File: config.mk
export PLATFORM = sky130hd
export DESIGN_NAME = palette_loader
export DESIGN_NICKNAME = d
export VERILOG_FILES = /design/src/rtl/palette_loader.sv
export SDC_FILE = /design/constraint.sdc
export NUM_CORES = 1
export LEC_CHECK = 0
export ABC_CLOCK_PERIOD_IN_PS = 1700
export BUFFER_PORTS_ARGS = -buffer_cell sky130_fd_sc_hd__buf_2
export CAP_MARGIN = 20
export CORE_MARGIN = 10
export CORE_UTILIZATION = 46
export DETAILED_ROUTE_END_ITERATION = 7
export PLACE_DENSITY = 0.79
export SKIP_CTS_REPAIR_TIMING = 1
export SLEW_MARGIN = 5
export SYNTH_ARGS = -nofsm -noshare
export SYNTH_HDL_FRONTEND = slang
export SYNTH_SLANG_ARGS = --single-unit
export TNS_END_PERCENT = 100
File: constraint.sdc
create_clock -name clk -period 1.7 [get_ports clk]
set_input_delay 0.085 -clock clk [delete_from_list [all_inputs] [get_ports clk]]
set_output_delay 0.085 -clock clk [all_outputs]
set_load 0.05 [all_outputs]
File: src/rtl/palette_loader.sv
// palette_loader: writer side of the video palette RAM load port.
// Assembles packed R,G,B bytes from the ioctl download stream into 24-bit
// entries, issues one single-cycle palette write per entry and reports
// load status (busy / pal_valid / pal_error) to the top level.
// Optional build macro: PAL_BLANK_WRITE_EN -- a completed entry is held until
// vblank and the host is stalled through ioctl_wait while it waits.
module palette_loader #(
  parameter int         ENTRIES  = 64,
  parameter logic [7:0] DL_INDEX = 8'h02
) (
  input  logic        clk,
  input  logic        reset_n,
  input  logic        ioctl_download,
  input  logic [7:0]  ioctl_index,
  input  logic        ioctl_wr,
  input  logic [24:0] ioctl_addr,
  input  logic [7:0]  ioctl_dout,
  input  logic        vblank,
  output logic        ioctl_wait,
  output logic        load_color,
  output logic [23:0] load_color_data,
  output logic [5:0]  load_color_index,
  output logic        busy,
  output logic        pal_valid,
  output logic        pal_error
);

  localparam logic [6:0] LAST = 7'(ENTRIES);

  // HOLD is only reachable when writes are deferred to vblank.
  typedef enum logic [2:0] {IDLE, COLLECT, HOLD, WRITE, DRAIN} state_t;

  state_t      state, state_nxt;
  logic        dl_q;
  logic        rise, fall;
  logic [1:0]  phase, phase_nxt;
  logic [6:0]  entry, entry_nxt, entry_inc;
  logic [7:0]  r_q, r_nxt, g_q, g_nxt;
  logic [23:0] data_q, data_nxt;
  logic [5:0]  index_q, index_nxt;
  logic        valid_q, valid_nxt, error_q, error_nxt;
  logic        ending, ending_nxt;
  logic        done;
  logic [6:0]  done_cnt;
`ifdef PAL_BLANK_WRITE_EN
  logic [23:0] pend, pend_nxt;
`else
  logic        unused_vblank;
  assign unused_vblank = vblank;
`endif

  assign rise      = ioctl_download & ~dl_q;
  assign fall      = ~ioctl_download & dl_q;
  assign entry_inc = entry + 7'd1;

  // Next-state, byte assembly and end-of-download status decisions
  always_comb begin
    state_nxt  = state;
    phase_nxt  = phase;
    entry_nxt  = entry;
    r_nxt      = r_q;
    g_nxt      = g_q;
    data_nxt   = data_q;
    index_nxt  = index_q;
    valid_nxt  = valid_q;
    error_nxt  = error_q;
    ending_nxt = ending;
    done       = 1'b0;
    done_cnt   = entry;
`ifdef PAL_BLANK_WRITE_EN
    pend_nxt   = pend;
`endif
    case (state)
      IDLE: begin
        if (rise && ioctl_index == DL_INDEX) begin
          state_nxt  = COLLECT;
          phase_nxt  = 2'd0;
          entry_nxt  = 7'd0;
          valid_nxt  = 1'b0;
          error_nxt  = 1'b0;
          ending_nxt = 1'b0;
        end
      end
      COLLECT: begin
        if (fall) begin
          done = 1'b1;
        end else if (ioctl_wr) begin
          // Address 0 always starts a fresh file, whatever the current phase.
          if (ioctl_addr == 25'd0) begin
            entry_nxt = 7'd0;
            r_nxt     = ioctl_dout;
            phase_nxt = 2'd1;
          end else begin
            case (phase)
              2'd0: begin
                r_nxt     = ioctl_dout;
                phase_nxt = 2'd1;
              end
              2'd1: begin
                g_nxt     = ioctl_dout;
                phase_nxt = 2'd2;
              end
              default: begin
                phase_nxt = 2'd0;
`ifdef PAL_BLANK_WRITE_EN
                pend_nxt  = {r_q, g_q, ioctl_dout};
                state_nxt = HOLD;
`else
                data_nxt  = {r_q, g_q, ioctl_dout};
                index_nxt = entry[5:0];
                state_nxt = WRITE;
`endif
              end
            endcase
          end
        end
      end
      HOLD: begin
`ifdef PAL_BLANK_WRITE_EN
        // The pending write must still complete if the download ends now.
        if (fall) ending_nxt = 1'b1;
        if (vblank) begin
          data_nxt  = pend;
          index_nxt = entry[5:0];
          state_nxt = WRITE;
        end
`else
        state_nxt = IDLE;
`endif
      end
      WRITE: begin
        entry_nxt = entry_inc;
        if (fall || ending) begin
          done     = 1'b1;
          done_cnt = entry_inc;
        end else begin
          state_nxt = (entry_inc == LAST) ? DRAIN : COLLECT;
          // Phase is 0 here; a byte arriving alongside the write is the next R.
          if (ioctl_wr) begin
            r_nxt     = ioctl_dout;
            phase_nxt = 2'd1;
          end
        end
      end
      DRAIN: begin
        if (fall) done = 1'b1;
      end
      default: state_nxt = IDLE;
    endcase

    // A partial entry is dropped; only the completed entry count decides status.
    if (done) begin
      state_nxt  = IDLE;
      phase_nxt  = 2'd0;
      ending_nxt = 1'b0;
      valid_nxt  = (done_cnt == LAST);
      error_nxt  = (done_cnt != LAST);
    end
  end

  // State register and download-edge history
  always_ff @(posedge clk or negedge reset_n) begin
    if (!reset_n) begin
      state <= IDLE;
      dl_q  <= 1'b0;
    end else begin
      state <= state_nxt;
      dl_q  <= ioctl_download;
    end
  end

  // Byte registers, counters, write output registers and sticky status
  always_ff @(posedge clk or negedge reset_n) begin
    if (!reset_n) begin
      phase   <= 2'd0;
      entry   <= 7'd0;
      r_q     <= 8'd0;
      g_q     <= 8'd0;
      data_q  <= 24'd0;
      index_q <= 6'd0;
      valid_q <= 1'b0;
      error_q <= 1'b0;
      ending  <= 1'b0;
`ifdef PAL_BLANK_WRITE_EN
      pend    <= 24'd0;
`endif
    end else begin
      phase   <= phase_nxt;
      entry   <= entry_nxt;
      r_q     <= r_nxt;
      g_q     <= g_nxt;
      data_q  <= data_nxt;
      index_q <= index_nxt;
      valid_q <= valid_nxt;
      error_q <= error_nxt;
      ending  <= ending_nxt;
`ifdef PAL_BLANK_WRITE_EN
      pend    <= pend_nxt;
`endif
    end
  end

  assign load_color       = (state == WRITE);
  assign load_color_data  = data_q;
  assign load_color_index = index_q;
  assign busy             = (state != IDLE);
  assign pal_valid        = valid_q;
  assign pal_error        = error_q;
`ifdef PAL_BLANK_WRITE_EN
  assign ioctl_wait       = (state == HOLD);
`else
  assign ioctl_wait       = 1'b0;
`endif

endmodule

==> impl_metrics.ini <==
[routing]
vias = 2043
avgRoutedWirePerCell_um = 17.0
viasPerCell = 5.25
drtPass1Iterations = 4
post-route-drc-count = 0
wl_mm = 6.60
ant_nets = 0
drtIter0Drc = 85

[finish]
syn_to_final_growth_pct = 37.3
diodes = 0
filler_cell_count = 421
nNetsFinal = 361
layout-drive-gt1-share_pct = 53.6

[placement]
post-place-ws_ns = -0.0855
globalplace.congestion = 0.830
numPortBuffers = 78
dp_hpwl_mm = 4.58

[power]
power.total_mw = 3.43
p_seq_share_pct = 44.3
powerDensity_nw_per_um2 = 918
p_clk_share_pct = 46.0
power.internal_mw = 2.66
comb_power_share_pct = 9.7
swShare_pct = 22.4
leakage_nw = 2.10
switchingPower_uw = 769
worst_ir_drop_vdd_mv = 0.584

[yosys]
netlist_area_sq_um = 2720
yosys_register_bits = 61
synth_edf_count = 0
synth.largest_area_cell = dfrtp_1
synthMuxAreaShare_pct = 20.6
synth_ff_type = dfrtp_1
synthArstFlopShare_pct = 100
seq_area_frac_synth_pct = 56.1
synthSimpleGateAreaFrac_pct = 13.0
synth_xor_area_share_pct = 0.322
syn_avg_cell_area_sq_um = 13.3
ys_warn_count = 0
synth_fa_ha_area_share_pct = 0.920
synth_top_family_by_area = multiplexers
syn_nets = 252
synth_area_leaders = dfrtp_1, mux2_2, mux2_1
synth.distinct_cells = 45
synth_cells = 204
synth_compound_area_share_pct = 6.25
synth_top_area_share_pct = 56.1

[die]
die_h_um = 96.9
core.rowCount = 27
die_w_um = 96.9
die-area_sq_um = 9390
core_area_sq_um = 5610
ios = 81
initial_core_util_pct = 48.5

[critical_path]
cp-endpoint = entry[3]$_DFFE_PN0P_
cp-start-kind = flip-flop
r2r_end = entry[3]$_DFFE_PN0P_
crit_path_end_kind = flip-flop
crit_path_max_fanout = 7
worstPathArrival_ns = 1.89
crit_start = state[2]$_DFFE_PN0P_
reg2reg_slack_ns = 0.01
worstPathRequired_ns = 1.91
critical_path_class = reg -> reg
r2r_cells = 5
r2r_start = state[2]$_DFFE_PN0P_

[grt]
grt.total_usage_pct = 12.9
grt.overflow.total = 0
grt_pass1_wl_mm = 10.1
antenna_found_initial = 0
grt_pass1_vias = 2028
grt_start_max_net_pins = 62

[sta]
setup-violations-final = 0
timing.final.crit_share_pct = 99.2
slew_viol_final = 0
hold_violations = 0
fmax_ghz = 0.593
period_minus_slack_ns = 1.69
fin_ws_ns = 0.0130
rsz0062_at_grt = yes
fin_skew_ns = 0.00552

[clock_tree]
h-tree-depth = 3
clock_path_buffers = 2
cts_tree = yes
path_clk_slew_ns = 0.07
cts.sinks = 61
numCtsBuffers = 9
clk_latency_ns = 0.33
root_buffer = clkbuf_8

[hold_path]
hold_path_class = in -> reg

[job]
maxCapViolations = 0

[outcome]
status = complete, no violations
[cells by family (layout without fill, tap and decap cells)]
group | after synthesis | count (layout)
other | 1 | 1
xor gates and xnor gates | 1 | 1
muxes | 47 | 47
buffers and inverters | 13 | 126
DFF | 61 | 61
AOI/OAI and AO/OA | 23 | 23
and+or+nand+nor | 56 | 56
adders and majority gates | 2 | 2
[cells in the mapped netlist, types with 2 or more instances]
cell and instances:
nor4_1 7, mux2_1 14, a21o_1 2, ha_1 2
o21ai_0 5, nor3b_1 4, and4_1 2, dfrtp_1 61
a211o_1 4, inv_1 4, and3_1 4, buf_4 4
nand3_1 4, mux2_2 25, buf_2 2, nand4_2 2
nor2b_1 2, nor3_1 7, a21oi_1 4, nor2_1 4
nand3_2 2, nand2_1 8, a31o_2 2, mux2_4 8
[cell type report]
cell class                      instances  area (sq um)  share of cell area [%]
Inverter                                5          21.3                   0.569
Sequential cell                        61          1530                    40.9
Tap cell                               72          90.1                    2.41
Timing Repair Buffer                  106           686                    18.4
Clock inverter                          4          95.1                    2.55
Clock buffer                           11           151                    4.05
Multi-Input combinational cell        130          1170                    31.2
[through the flow]
step	area [sq um]	instances	hold WS, ns	util (%)	setup TNS (ns)
2_1_floorplan	2720	204	-0.211	-	0
3_3_place_gp	3310	363	0.112	59.1	-0.299
3_5_place_dp	3310	363	0.117	59.1	-1.51
4_1_cts	3560	378	-0.238	63.5	-1.08
5_1_grt	3740	389	0.00538	66.6	-0.346
6_report	3740	389	0.0104	66.6	0
[layout by cell type (no fill, tap or decap), types with 5 or more instances in the layout]
| master | Yosys | layout |
|---|---|---|
| mux2_4 | 8 | 12 |
| mux2_1 | 14 | 10 |
| o21ai_0 | 5 | 5 |
| nor3_1 | 7 | 7 |
| clkbuf_8 | 0 | 11 |
| nor4_1 | 7 | 7 |
| buf_2 | 2 | 78 |
| mux2_2 | 25 | 25 |
| dfrtp_1 | 61 | 61 |
| buf_4 | 4 | 19 |
| nand2_1 | 8 | 8 |
[power by group through the flow]
stage               registers [mW]  logic, mW  clock network [mW]
CTS                           1.52      0.320                1.60
global placement              1.54      0.314                   0
finish                        1.52      0.334                1.58
detailed placement            1.54      0.319                   0
floorplan                     1.63     0.0938                   0
global route                  1.52      0.364                1.66
[worst min path at each step]
stage | depth (start not counted) | endpoint | slack (ns) | startpoint
detailed placement | 2 | load_color_index[5]$_DFFE_PN0P_ | 0.12 | reset_n
floorplan | 0 | dl_q$_DFF_PN0_ | -0.21 | reset_n
CTS | 2 | load_color_index[5]$_DFFE_PN0P_ | -0.24 | reset_n
global route | 2 | r_q[5]$_DFFE_PN0P_ | 0.005 | ioctl_dout[5]
finish | 2 | r_q[3]$_DFFE_PN0P_ | 0.01 | ioctl_dout[3]
global placement | 2 | load_color_index[2]$_DFFE_PN0P_ | 0.11 | reset_n
[registers in the layout, summed over array words and instances, names as in the netlist]
signal and flops:
load_color_index 6, phase 2, g_q 8, r_q 8, load_color_data 24, pal_valid 1, state 3, dl_q 1
entry 7, pal_error 1
[worst max-delay path, cell delays in order, from the launching register on]
cell,delay [ns]
dfrtp_1,0.37
buf_4,0.14
or3_4,0.36
or2_4,0.27
o211a_4,0.17
a211o_1,0.26
[per-layer routing]
metal,wire (um),vias to the layer above,global-route usage (%)
met4,86,0,5.41
met1,2960,1005,15.9
met2,3210,70,20.2
li1,-,961,-
met3,343,7,4.26
met5,0,-,0
Note: power is estimated with default switching activity, not from simulation.
